File: config.mk
export PLATFORM = sky130hd
export DESIGN_NAME = alu_fsm_flat
export DESIGN_NICKNAME = d
export VERILOG_FILES = /design/src/rtl/alu_fsm_if.sv /design/src/rtl/alu_fsm.sv /design/src/flat_wrapper.sv
export SDC_FILE = /design/constraint.sdc
export NUM_CORES = 1
export LEC_CHECK = 0
export BUFFER_PORTS_ARGS = -buffer_cell sky130_fd_sc_hd__buf_2
export CORE_MARGIN = 2
export CORE_UTILIZATION = 45
export DETAILED_ROUTE_END_ITERATION = 12
export PLACE_DENSITY = 0.62
export SYNTH_ARGS = -nofsm -noshare
export SYNTH_HDL_FRONTEND = slang
export SYNTH_SLANG_ARGS = --single-unit
File: constraint.sdc
create_clock -name clk -period 2.5 [get_ports clk]
set_clock_uncertainty 0.15 [all_clocks]
set_input_delay 0.125 -clock clk [delete_from_list [all_inputs] [get_ports clk]]
set_output_delay 0.125 -clock clk [all_outputs]
set_load 0.01 [all_outputs]
File: src/rtl/alu_fsm_if.sv
// ============================================================================
//  Module   : alu_fsm_if
//  Brief    : Operand/select/result bundle between a driver and alu_fsm.
//  Revision : 1.0  initial release
// ============================================================================
`default_nettype none

interface alu_fsm_if;
   logic [3:0] a;
   logic [3:0] b;
   logic       cin;
   logic [2:0] sel;
   logic [4:0] out;
   logic       cout;

   modport master (output a, output b, output cin, output sel,
                   input  out, input cout);
   modport slave  (input  a, input  b, input  cin, input  sel,
                   output out, output cout);
endinterface

`default_nettype wire

File: src/rtl/alu_fsm.sv
// ============================================================================
//  Module   : alu_fsm
//  Brief    : 4-bit sequential ALU; LOAD captures operands, EXEC registers a
//             5-bit result and carry/borrow/shift-out flag.
//  Revision : 1.0  initial release
// ============================================================================
`default_nettype none

module alu_fsm (
   input  wire logic  clk,
   input  wire logic  reset,
   alu_fsm_if.slave   alu_s
);

   typedef enum logic [1:0] {
      S_IDLE = 2'd0,
      S_LOAD = 2'd1,
      S_EXEC = 2'd2
   } state_t;

   localparam logic [2:0] C_OP_ADD = 3'b000;
   localparam logic [2:0] C_OP_SUB = 3'b001;
   localparam logic [2:0] C_OP_AND = 3'b010;
   localparam logic [2:0] C_OP_OR  = 3'b011;
   localparam logic [2:0] C_OP_XOR = 3'b100;
   localparam logic [2:0] C_OP_NOT = 3'b101;
   localparam logic [2:0] C_OP_SHL = 3'b110;
   localparam logic [2:0] C_OP_SHR = 3'b111;

   state_t     state_q;
   logic [3:0] a_q;
   logic [3:0] b_q;
   logic       cin_q;
   logic [2:0] sel_q;
   logic [4:0] out_q;
   logic       cout_q;

   logic [4:0] sum_w;
   logic [4:0] diff_w;
   logic [4:0] out_d;
   logic       cout_d;

   // Result depends only on the captured copies, so inputs moving during EXEC have no effect.
   always_comb begin
      sum_w  = {1'b0, a_q} + {1'b0, b_q} + {4'b0000, cin_q};
      diff_w = {1'b0, a_q} - {1'b0, b_q} - {4'b0000, cin_q};
      out_d  = sum_w;
      cout_d = sum_w[4];
      case (sel_q)
         C_OP_ADD: begin out_d = sum_w;                   cout_d = sum_w[4];  end
         C_OP_SUB: begin out_d = diff_w;                  cout_d = diff_w[4]; end
         C_OP_AND: begin out_d = {1'b0, a_q & b_q};       cout_d = 1'b0;      end
         C_OP_OR:  begin out_d = {1'b0, a_q | b_q};       cout_d = 1'b0;      end
         C_OP_XOR: begin out_d = {1'b0, a_q ^ b_q};       cout_d = 1'b0;      end
         C_OP_NOT: begin out_d = {1'b0, ~a_q};            cout_d = 1'b0;      end
         C_OP_SHL: begin out_d = {a_q, cin_q};            cout_d = a_q[3];    end
         C_OP_SHR: begin out_d = {1'b0, cin_q, a_q[3:1]}; cout_d = a_q[0];    end
         default:  begin out_d = sum_w;                   cout_d = sum_w[4];  end
      endcase
   end

   always_ff @(posedge clk or posedge reset) begin
      if (reset) begin
         state_q <= S_IDLE;
         a_q     <= 4'd0;
         b_q     <= 4'd0;
         cin_q   <= 1'b0;
         sel_q   <= 3'd0;
         out_q   <= 5'd0;
         cout_q  <= 1'b0;
      end else begin
         case (state_q)
            S_IDLE: state_q <= S_LOAD;
            S_LOAD: begin
               a_q     <= alu_s.a;
               b_q     <= alu_s.b;
               cin_q   <= alu_s.cin;
               sel_q   <= alu_s.sel;
               state_q <= S_EXEC;
            end
            S_EXEC: begin
               out_q   <= out_d;
               cout_q  <= cout_d;
               state_q <= S_LOAD;
            end
            default: state_q <= S_IDLE;
         endcase
      end
   end

   assign alu_s.out  = out_q;
   assign alu_s.cout = cout_q;

endmodule

`default_nettype wire

File: src/flat_wrapper.sv
// flat-port wrapper written by rule: the top's interface ports become plain ports
module alu_fsm_flat 
  (clk, reset, alu_s_a, alu_s_b, alu_s_cin, alu_s_sel, alu_s_out, alu_s_cout);
  alu_fsm_if alu_s_i ();
  input  wire logic clk;
  input  wire logic reset;
  input wire logic [$bits(alu_s_i.a)-1:0] alu_s_a;
  input wire logic [$bits(alu_s_i.b)-1:0] alu_s_b;
  input wire logic [$bits(alu_s_i.cin)-1:0] alu_s_cin;
  input wire logic [$bits(alu_s_i.sel)-1:0] alu_s_sel;
  output wire logic [$bits(alu_s_i.out)-1:0] alu_s_out;
  output wire logic [$bits(alu_s_i.cout)-1:0] alu_s_cout;
  assign alu_s_i.a = alu_s_a;
  assign alu_s_i.b = alu_s_b;
  assign alu_s_i.cin = alu_s_cin;
  assign alu_s_i.sel = alu_s_sel;
  assign alu_s_out = alu_s_i.out;
  assign alu_s_cout = alu_s_i.cout;
  alu_fsm u_core (.clk(clk), .reset(reset), .alu_s(alu_s_i));
endmodule
; Yosys cells after proc, flatten, opt, wreduce, memory -nomap -nowiden
; Index checks and enable logic that the tools add are counted.
[totals]
regBits = 20
latch_bits = 0
mem_bits_rw = 0
romBits = 0
input_bits = 14
elab_cells = 31
memories = 0
[classes]
addsub = 4
mul = 0
n_div = 0
magnitude_cmp = 0
n_eq_ne = 9
shift = 0
muxes = 3
bitwise = 4
n_reduce_logical = 4
[ops]
columns = cell, count
row1 = 5-bit one-hot mux with 8 select lines, 1
row2 = "3-bit equality test, second input constant", 4
row3 = "3-bit by 2-bit equality test with 1-bit output, second input constant", 2
row4 = 4-bit by 4-bit adder with 5-bit output, 1
row5 = 5-bit by 1-bit adder with 5-bit output, 1
row6 = 1-bit one-hot mux with 5 select lines, 1
row7 = 4-bit by 4-bit subtractor with 5-bit output, 1
row8 = 5-bit by 1-bit subtractor with 5-bit output, 1
row9 = 4-bit AND, 1
row10 = 4-bit inverter, 1
row11 = 4-bit OR, 1
row12 = 2-bit one-hot mux with 2 select lines, 1
row13 = 4-bit OR reduction, 1
row14 = 4-bit XOR, 1
row15 = "3-bit by 1-bit equality test with 1-bit output, second input constant", 1
row16 = 3-bit zero test, 1
row17 = "2-bit by 1-bit equality test with 1-bit output, second input constant", 1
row18 = "2-bit equality test, second input constant", 1
row19 = 2-bit zero test, 1
row20 = 2-bit OR reduction, 1

; Longest topological paths before layout
; Gate-level depths: netlist (run 1).
[depth]
depth_word = 3
depth_mapped = 8

; Least setup slack after synthesis (run 1)
; OpenSTA, ideal clock, no wires.
[synth_timing]
path_kind = register to register
from = reg u_core.a_q[0]
to = reg u_core.out_q[2], in the netlist u_core.alu_s.out[2]
setup_ps = 129
arrival_time_ps = 1967
path_slack_ps = 254
stages_incl_launch_ff = 9
cell_sequence = dfrtp_1 -> inv_1 -> fa_1 -> fa_1 -> xnor2_1 -> a2bb2oi_1 -> o221ai_2 -> a21oi_2 -> o21ai_2
[synth_between]
elab_chain_len = 3
word_cells_on_any_way = 5
cone_classes = add/sub (4) / mux (1)
[synth_rtl]
columns = item, line_no
row1 = "start, declared", alu_fsm.sv:31  ; logic [3:0] a_q;
row2 = "start signal, assigned", alu_fsm.sv:75  ; a_q <= alu_s.a;
row3 = 4-bit by 4-bit subtractor with 5-bit output / 4-bit by 4-bit adder with 5-bit output (equally long branches), "alu_fsm.sv:46, alu_fsm.sv:45"
row4 = 5-bit by 1-bit subtractor with 5-bit output / 5-bit by 1-bit adder with 5-bit output (equally long branches), "alu_fsm.sv:46, alu_fsm.sv:45"
row5 = 5-bit one-hot mux with 8 select lines (*), alu_fsm.sv:49  ; case (sel_q)
row6 = "end signal, assigned", alu_fsm.sv:82  ; out_q <= out_d;
row7 = "end, declared", alu_fsm.sv:35  ; logic [4:0] out_q;
; Every way passes the cells marked *; elsewhere a longest branch is shown, timed or not.
; A chain may end at the register's enable or synchronous reset.

; Worst setup path after layout (run 1)
[layout_timing]
from = reg u_core.cin_q
to = reg u_core.out_q[2], in the netlist u_core.alu_s.out[2]
[layout_between]
elab_chain_len = 2
word_cells_on_any_way = 3
cone_classes = add/sub (2) / mux (1)
[layout_rtl]
columns = item, line_no
row1 = "start, declared", alu_fsm.sv:33  ; logic cin_q;
row2 = "start signal, assigned", alu_fsm.sv:77  ; cin_q <= alu_s.cin;
row3 = 5-bit by 1-bit subtractor with 5-bit output / 5-bit by 1-bit adder with 5-bit output (equally long branches), "alu_fsm.sv:46, alu_fsm.sv:45"
row4 = 5-bit one-hot mux with 8 select lines (*), alu_fsm.sv:49
; Marked as above.

==> reports/metrics.cfg, run 1 <==
[status]
outcome = complete, no violations

[clock_network]
cts.sinks = 20
h-tree-depth = 1
ctsLongestPathBuffers = 2
ctsHoldBuffers = 13
clk_pin_slew_ps = 110
post_cts_buffers = 0
cts-resized-gates = 0
cts-buffers-inserted = 3
cts_tree = built
clk_root_buffer_cell = clkbuf_4
worst_skew_pair.late_latency_ps = 310

[finish]
final-seq-area_um2 = 500
layout-area-overhead-vs-synth_pct = 17.6
utilization_pct = 56.8
multiInputGateArea_um2 = 878
instances_no_fill = 222
finalNetCount = 210
post_route_cells_drive_above_1_share_pct = 23.6
fillers = 298
antenna-diode-count = 0

[pwr]
total_switching_power_uw = 224
powerDensity_mw_per_mm2 = 431
vdd.ir_drop.worst_uv = 323
clkPwrFrac_pct = 25.4
power.total_uw = 760
p_leak_nw = 0.822
p_sw_share_pct = 29.5
share_seq_of_total_power_pct = 49.6
internal_power_consumption_uw = 536
power.share.combinational_pct = 25.1

[min_path]
min-delay-path-class = reg -> reg

[setup_path]
cp.arrival_ps = 2390
path_max_fanout = 5
startpoint_type = flop
critical_path.endpoint_type = flop
timing.critical_path.required_ps = 2550
path_class = reg -> reg

[grt]
grtUsageMet2_pct = 29.3
sum_of_overflow_across_all_layers_after_global_routing = 0
use_met1_pct = 23.2
met3_usage_pct = 3.73
grt_pass1_wl_um = 4850
global_route.usage.total_pct = 17.8
grt_max_degree = 23
vias_in_the_first_global_route = 1065
grt_antenna_before_repair = 0
grt_most_used_layer = met2

[yosys]
synthDistinctLibCells = 39
synth.avg_cell_area_um2 = 9.99
yosysWarnings = 0
post_synth_inst_count = 150
synth_top_area_share_pct = 33.4
synth_seq_cells = 20
synth_top_cells_by_area = dfrtp_1, ha_1, mux2_2
share_of_the_yosys_chip_area_belonging_to_registers_pct = 33.4
dominantRegCellSynth = dfrtp_1
synthMostInstantiatedCell = dfrtp_1
synth.cell_area_mm2 = 0.00150
ys_async_sr_fraction_pct = 100
edff_count_synth = 0
synth_largest_area_cell = dfrtp_1
syn_nets = 181
synth_commonest_cells = dfrtp_1, inv_1, mux2_2

[route]
wl_per_cell_um = 13.4
drt-initial-drc-count = 11
drt_drc_violations_left = 0
via_per_inst = 5.12
route.antenna.remaining_nets = 0
totalWireLength_um = 2970
drt-pass1-iter-count = 3
vias = 1137

[floorplan]
floorplan.die_area_mm2 = 0.00381
die_h_um = 61.7
rows = 20
floorplan.initialDensity_pct = 48.3
io-pin-count = 20
floorplan.die.width_um = 61.7
floorplan.core_area_mm2 = 0.00310

[placed_design]
dp.final_hpwl_um = 2130
post-place-cells = 205
gp_routability_congestion = 0.870
io_buffer_count = 19

[sta]
timing.final.max_slew_violations = 0
fin_crit_sh_pct = 93.7
timing_hold_violations_final = 0
fmaxAchievable_ghz = 0.427
timing.slew.headroom_pct = 49.2
rsz0062_at_grt = no
final.min_clock_period_ps = 2340
final-setup-viol-count = 0
tns_ps = 0
max_slew.worst_pin.slew_ps = 761

[run]
maxCapViolations = 0

worst paths after layout:
kind	startpoint	to	slack [ps]	cells after the start
min reg2reg	u_core.state_q[0]$_DFF_PP0_	u_core.state_q[0]$_DFF_PP0_	310	1
max reg2reg	u_core.cin_q$_DFFE_PP0N_	u_core.alu_s.out[2]$_DFFE_PP0P_	160	7
min in group asynchronous	reset	u_core.sel_q[0]$_DFFE_PP0N_	330	3
min	u_core.state_q[0]$_DFF_PP0_	u_core.state_q[0]$_DFF_PP0_	310	1
max in group asynchronous	reset	u_core.cin_q$_DFFE_PP0N_	1400	3
max	u_core.cin_q$_DFFE_PP0N_	u_core.alu_s.out[2]$_DFFE_PP0P_	160	7
placed cells by master, fill, tap and decap left out, drive strengths merged, types with 3 or more instances in the layout:
cell type,n
dfrtp,20
buf,20
inv,16
mux2,13
dlygate4sd3,13
ha,12
nand2,11
o21ai,8
a21oi,7
nor2,6
nor2b,5
fa,5
nand2b,4
clkbuf,4
o2bb2ai,3
a22o,3
xnor2,3
o221ai,3
worst max-delay path: stages, from the launching register on:
cell and delay [ps]:
dfrtp_1 460, fa_1 490, fa_1 430, xnor2_1 180, a2bb2oi_1 210, o221ai_2 130
a21oi_2 140, o21ai_2 50
power by group through the flow:
stage                     registers [mW]  logic [mW]  clock network [mW]
final                              0.377       0.190               0.193
after global routing               0.381       0.214               0.219
after floorplan                    0.376       0.135                   0
after global placement             0.382       0.173                   0
after detailed placement           0.383       0.176                   0
after CTS                          0.377       0.192               0.201
flip-flops by register name, summed over array words and instances (netlist names):
register,cells
u_core.a_q,4
u_core.alu_s.cout,1
u_core.alu_s.out,5
u_core.b_q,4
u_core.cin_q,1
u_core.sel_q,3
u_core.state_q,2
stage by stage:
step / setup WS (ps) / hold slack (ps) / cell area, µm²
after CTS: 140 / 312 / 1760
after detailed placement: 159 / 161 / 1600
after global routing: 66.2 / 325 / 1760
after floorplan: 254 / -61.2 / 1500
final: 158 / 312 / 1760
after global placement: 222 / 160 / 1600
per-layer routing:
layer  up-vias  wire length [µm]
met5         -                 0
met4         0                43
met3         4                82
met2        17              1430
met1       546              1410
li1        570                 -
cell type report:
type,instances,share of cell area [%]
multi-input cells,105,49.8
repair buffers,33,13.2
flip-flops and latches,20,28.4
well taps,44,3.12
inverters,16,3.41
clock buffers,4,2.06
kinds of logic (layout without fill, tap and decap cells):
kind of cell / Yosys count / after routing / synth area share (%)
muxes: 15 / 15 / 11.1
buffers and inverters: 25 / 53 / 8.01
and+or+nand+nor: 35 / 35 / 11.9
xor gates and xnor gates: 4 / 4 / 2.34
adders and majority gates: 17 / 17 / 16.7
DFF: 20 / 20 / 33.4
AOI/OAI and AO/OA: 34 / 34 / 16.6
No activity file was read; power rests on OpenSTA's default activity.
==> run 2: changes to the inputs <==
- SETUP_SLACK_MARGIN: not set -> 0.3
==> reports/metrics.cfg, run 2 (synthesis results as in run 1) <==
[grt]
grt_antenna_before_repair = 0
vias_in_the_first_global_route = 1137
global_route.usage.total_pct = 19.4
sum_of_overflow_across_all_layers_after_global_routing = 0
grt_max_degree = 23
grt_pass1_wl_um = 5380

[floorplan]
floorplan.die.width_um = 61.7
rows = 20
die_h_um = 61.7
floorplan.core_area_mm2 = 0.00310
io-pin-count = 20
floorplan.die_area_mm2 = 0.00381
floorplan.initialDensity_pct = 48.3

[sta]
timing.final.max_slew_violations = 0
final-setup-viol-count = 0
fin_crit_sh_pct = 86.9
tns_ps = 0
final.min_clock_period_ps = 2170
final.setup.worst_slack_ps = 326
rsz0062_at_grt = yes
timing.slew.headroom_pct = 46.5
timing_hold_violations_final = 0
fmaxAchievable_ghz = 0.460
max_slew.worst_pin.slew_ps = 801

[clock_network]
cts.sinks = 20
clk_root_buffer_cell = clkbuf_4
h-tree-depth = 1
cts-buffers-inserted = 3
cts_tree = built
worst_skew_pair.late_latency_ps = 320
ctsLongestPathBuffers = 2
clk_pin_slew_ps = 120

[status]
outcome = complete, no violations

[pwr]
power.total_uw = 762
powerDensity_mw_per_mm2 = 420
p_leak_nw = 0.830
vdd.ir_drop.worst_uv = 187

[route]
via_per_inst = 5.17
vias = 1158
drt_drc_violations_left = 0
route.antenna.remaining_nets = 0
drt-pass1-iter-count = 4
totalWireLength_um = 3140
drt-initial-drc-count = 20
wl_per_cell_um = 14.0

[setup_path]
r2r_end = u_core.alu_s.out[1]$_DFFE_PP0P_
cp_cell_sequence = fa_2 > fa_2 > o2bb2ai_2 > o21ai_1 > o311ai_2 > a22o_1
timing.rr.start = u_core.cin_q$_DFFE_PP0N_
critPathMostFrequentCell = fa_2
ff2ff_setup_slack_ps = 330
path_max_fanout = 2
startpoint_type = flop
timing.critical_path.max_delay_family = adder cells
maximum_cell_stage_delay_along_the_critical_path_ps = 550
cp_num_buf_inv = 0
timing.critical_path.required_ps = 2580
reg2reg_depth = 6
highest_delay_cell_along_the_critical_path = fa_2
critical_path.endpoint_type = flop
path_class = reg -> reg
cp.arrival_ps = 2250

[min_path]
holdPathStages = 1
min-delay-path-class = reg -> reg
worst_hold_startpoint = u_core.state_q[0]$_DFF_PP0_
whs_endpoint = u_core.state_q[0]$_DFF_PP0_

[placed_design]
gp_routability_congestion = 0.857
io_buffer_count = 19
dp_slack_ps = 180
dp.final_hpwl_um = 2160

[finish]
layout-area-overhead-vs-synth_pct = 21.2
post_route_cells_drive_above_1_share_pct = 31.1
mostFrequentLayoutCell = buf_2
finalNetCount = 212
largest_register_ff_count = 5
antenna-diode-count = 0
commonest_cells_after_routing_fill_and_taps_aside = buf_2, dfrtp_1, inv_1

[run]
maxCapViolations = 0

## run 2: changes by cell type in the layout (fill, tap and decap cells not counted), sizes merged
cell / previous run / this run
buf: 20 / 22
## run 2: worst max path at each step
| stage | depth (start not counted) | to | slack [ps] | startpoint |
|---|---|---|---|---|
| final | 6 | u_core.alu_s.out[1]$_DFFE_PP0P_ | 330 | u_core.cin_q$_DFFE_PP0N_ |
| after global routing | 6 | u_core.alu_s.out[1]$_DFFE_PP0P_ | 260 | u_core.cin_q$_DFFE_PP0N_ |
| after CTS | 7 | u_core.alu_s.out[2]$_DFFE_PP0P_ | 310 | u_core.cin_q$_DFFE_PP0N_ |
| after detailed placement | 8 | u_core.alu_s.out[2]$_DFFE_PP0P_ | 180 | u_core.a_q[0]$_DFFE_PP0N_ |
| after global placement | 7 | u_core.alu_s.out[2]$_DFFE_PP0P_ | 220 | u_core.cin_q$_DFFE_PP0N_ |
| after floorplan | 7 | u_core.alu_s.out[2]$_DFFE_PP0P_ | 310 | u_core.cin_q$_DFFE_PP0N_ |
## run 2: timing repair
action,CTS,global route
hold buffers,13,0
cloned,0,0
gates resized for setup,4,9
pin swaps,0,2
hold endpoints to repair,32,0
buffers inserted,3,0
setup endpoints to repair,5,5
## run 2: stage by stage
stage	util [%]	cell area [µm²]	hold WS, ps	instances
2_1_floorplan	-	1500	-61.2	150
3_3_place_gp	51.2	1590	161	204
3_5_place_dp	51.2	1590	157	204
4_1_cts	57.5	1780	315	224
5_1_grt	58.5	1820	325	224
6_report	58.5	1820	311	224
## run 2: layer usage
metal  track usage (%)  share of wire (%)  vias to the layer above
met3              2.48                2.4                        5
met5                 0                  0                        -
li1                  -                  -                      579
met1              26.0                 48                      555
met2              32.0                 48                       19
met4              7.29                1.5                        0
## run 2: final cells by class
type                            count  area [µm²]
Clock buffer                        4        26.3
Fill cell                         286        1290
Multi-Input combinational cell    105         925
Sequential cell                    20         503
Inverter                           16        60.1
Timing Repair Buffer               35         248
Tap cell                           44        55.1
## run 2: where the power goes
group | internal (mW) | switching (mW)
Combinational | 0.112 | 0.101
Clock | 0.0625 | 0.110
Sequential | 0.346 | 0.0302
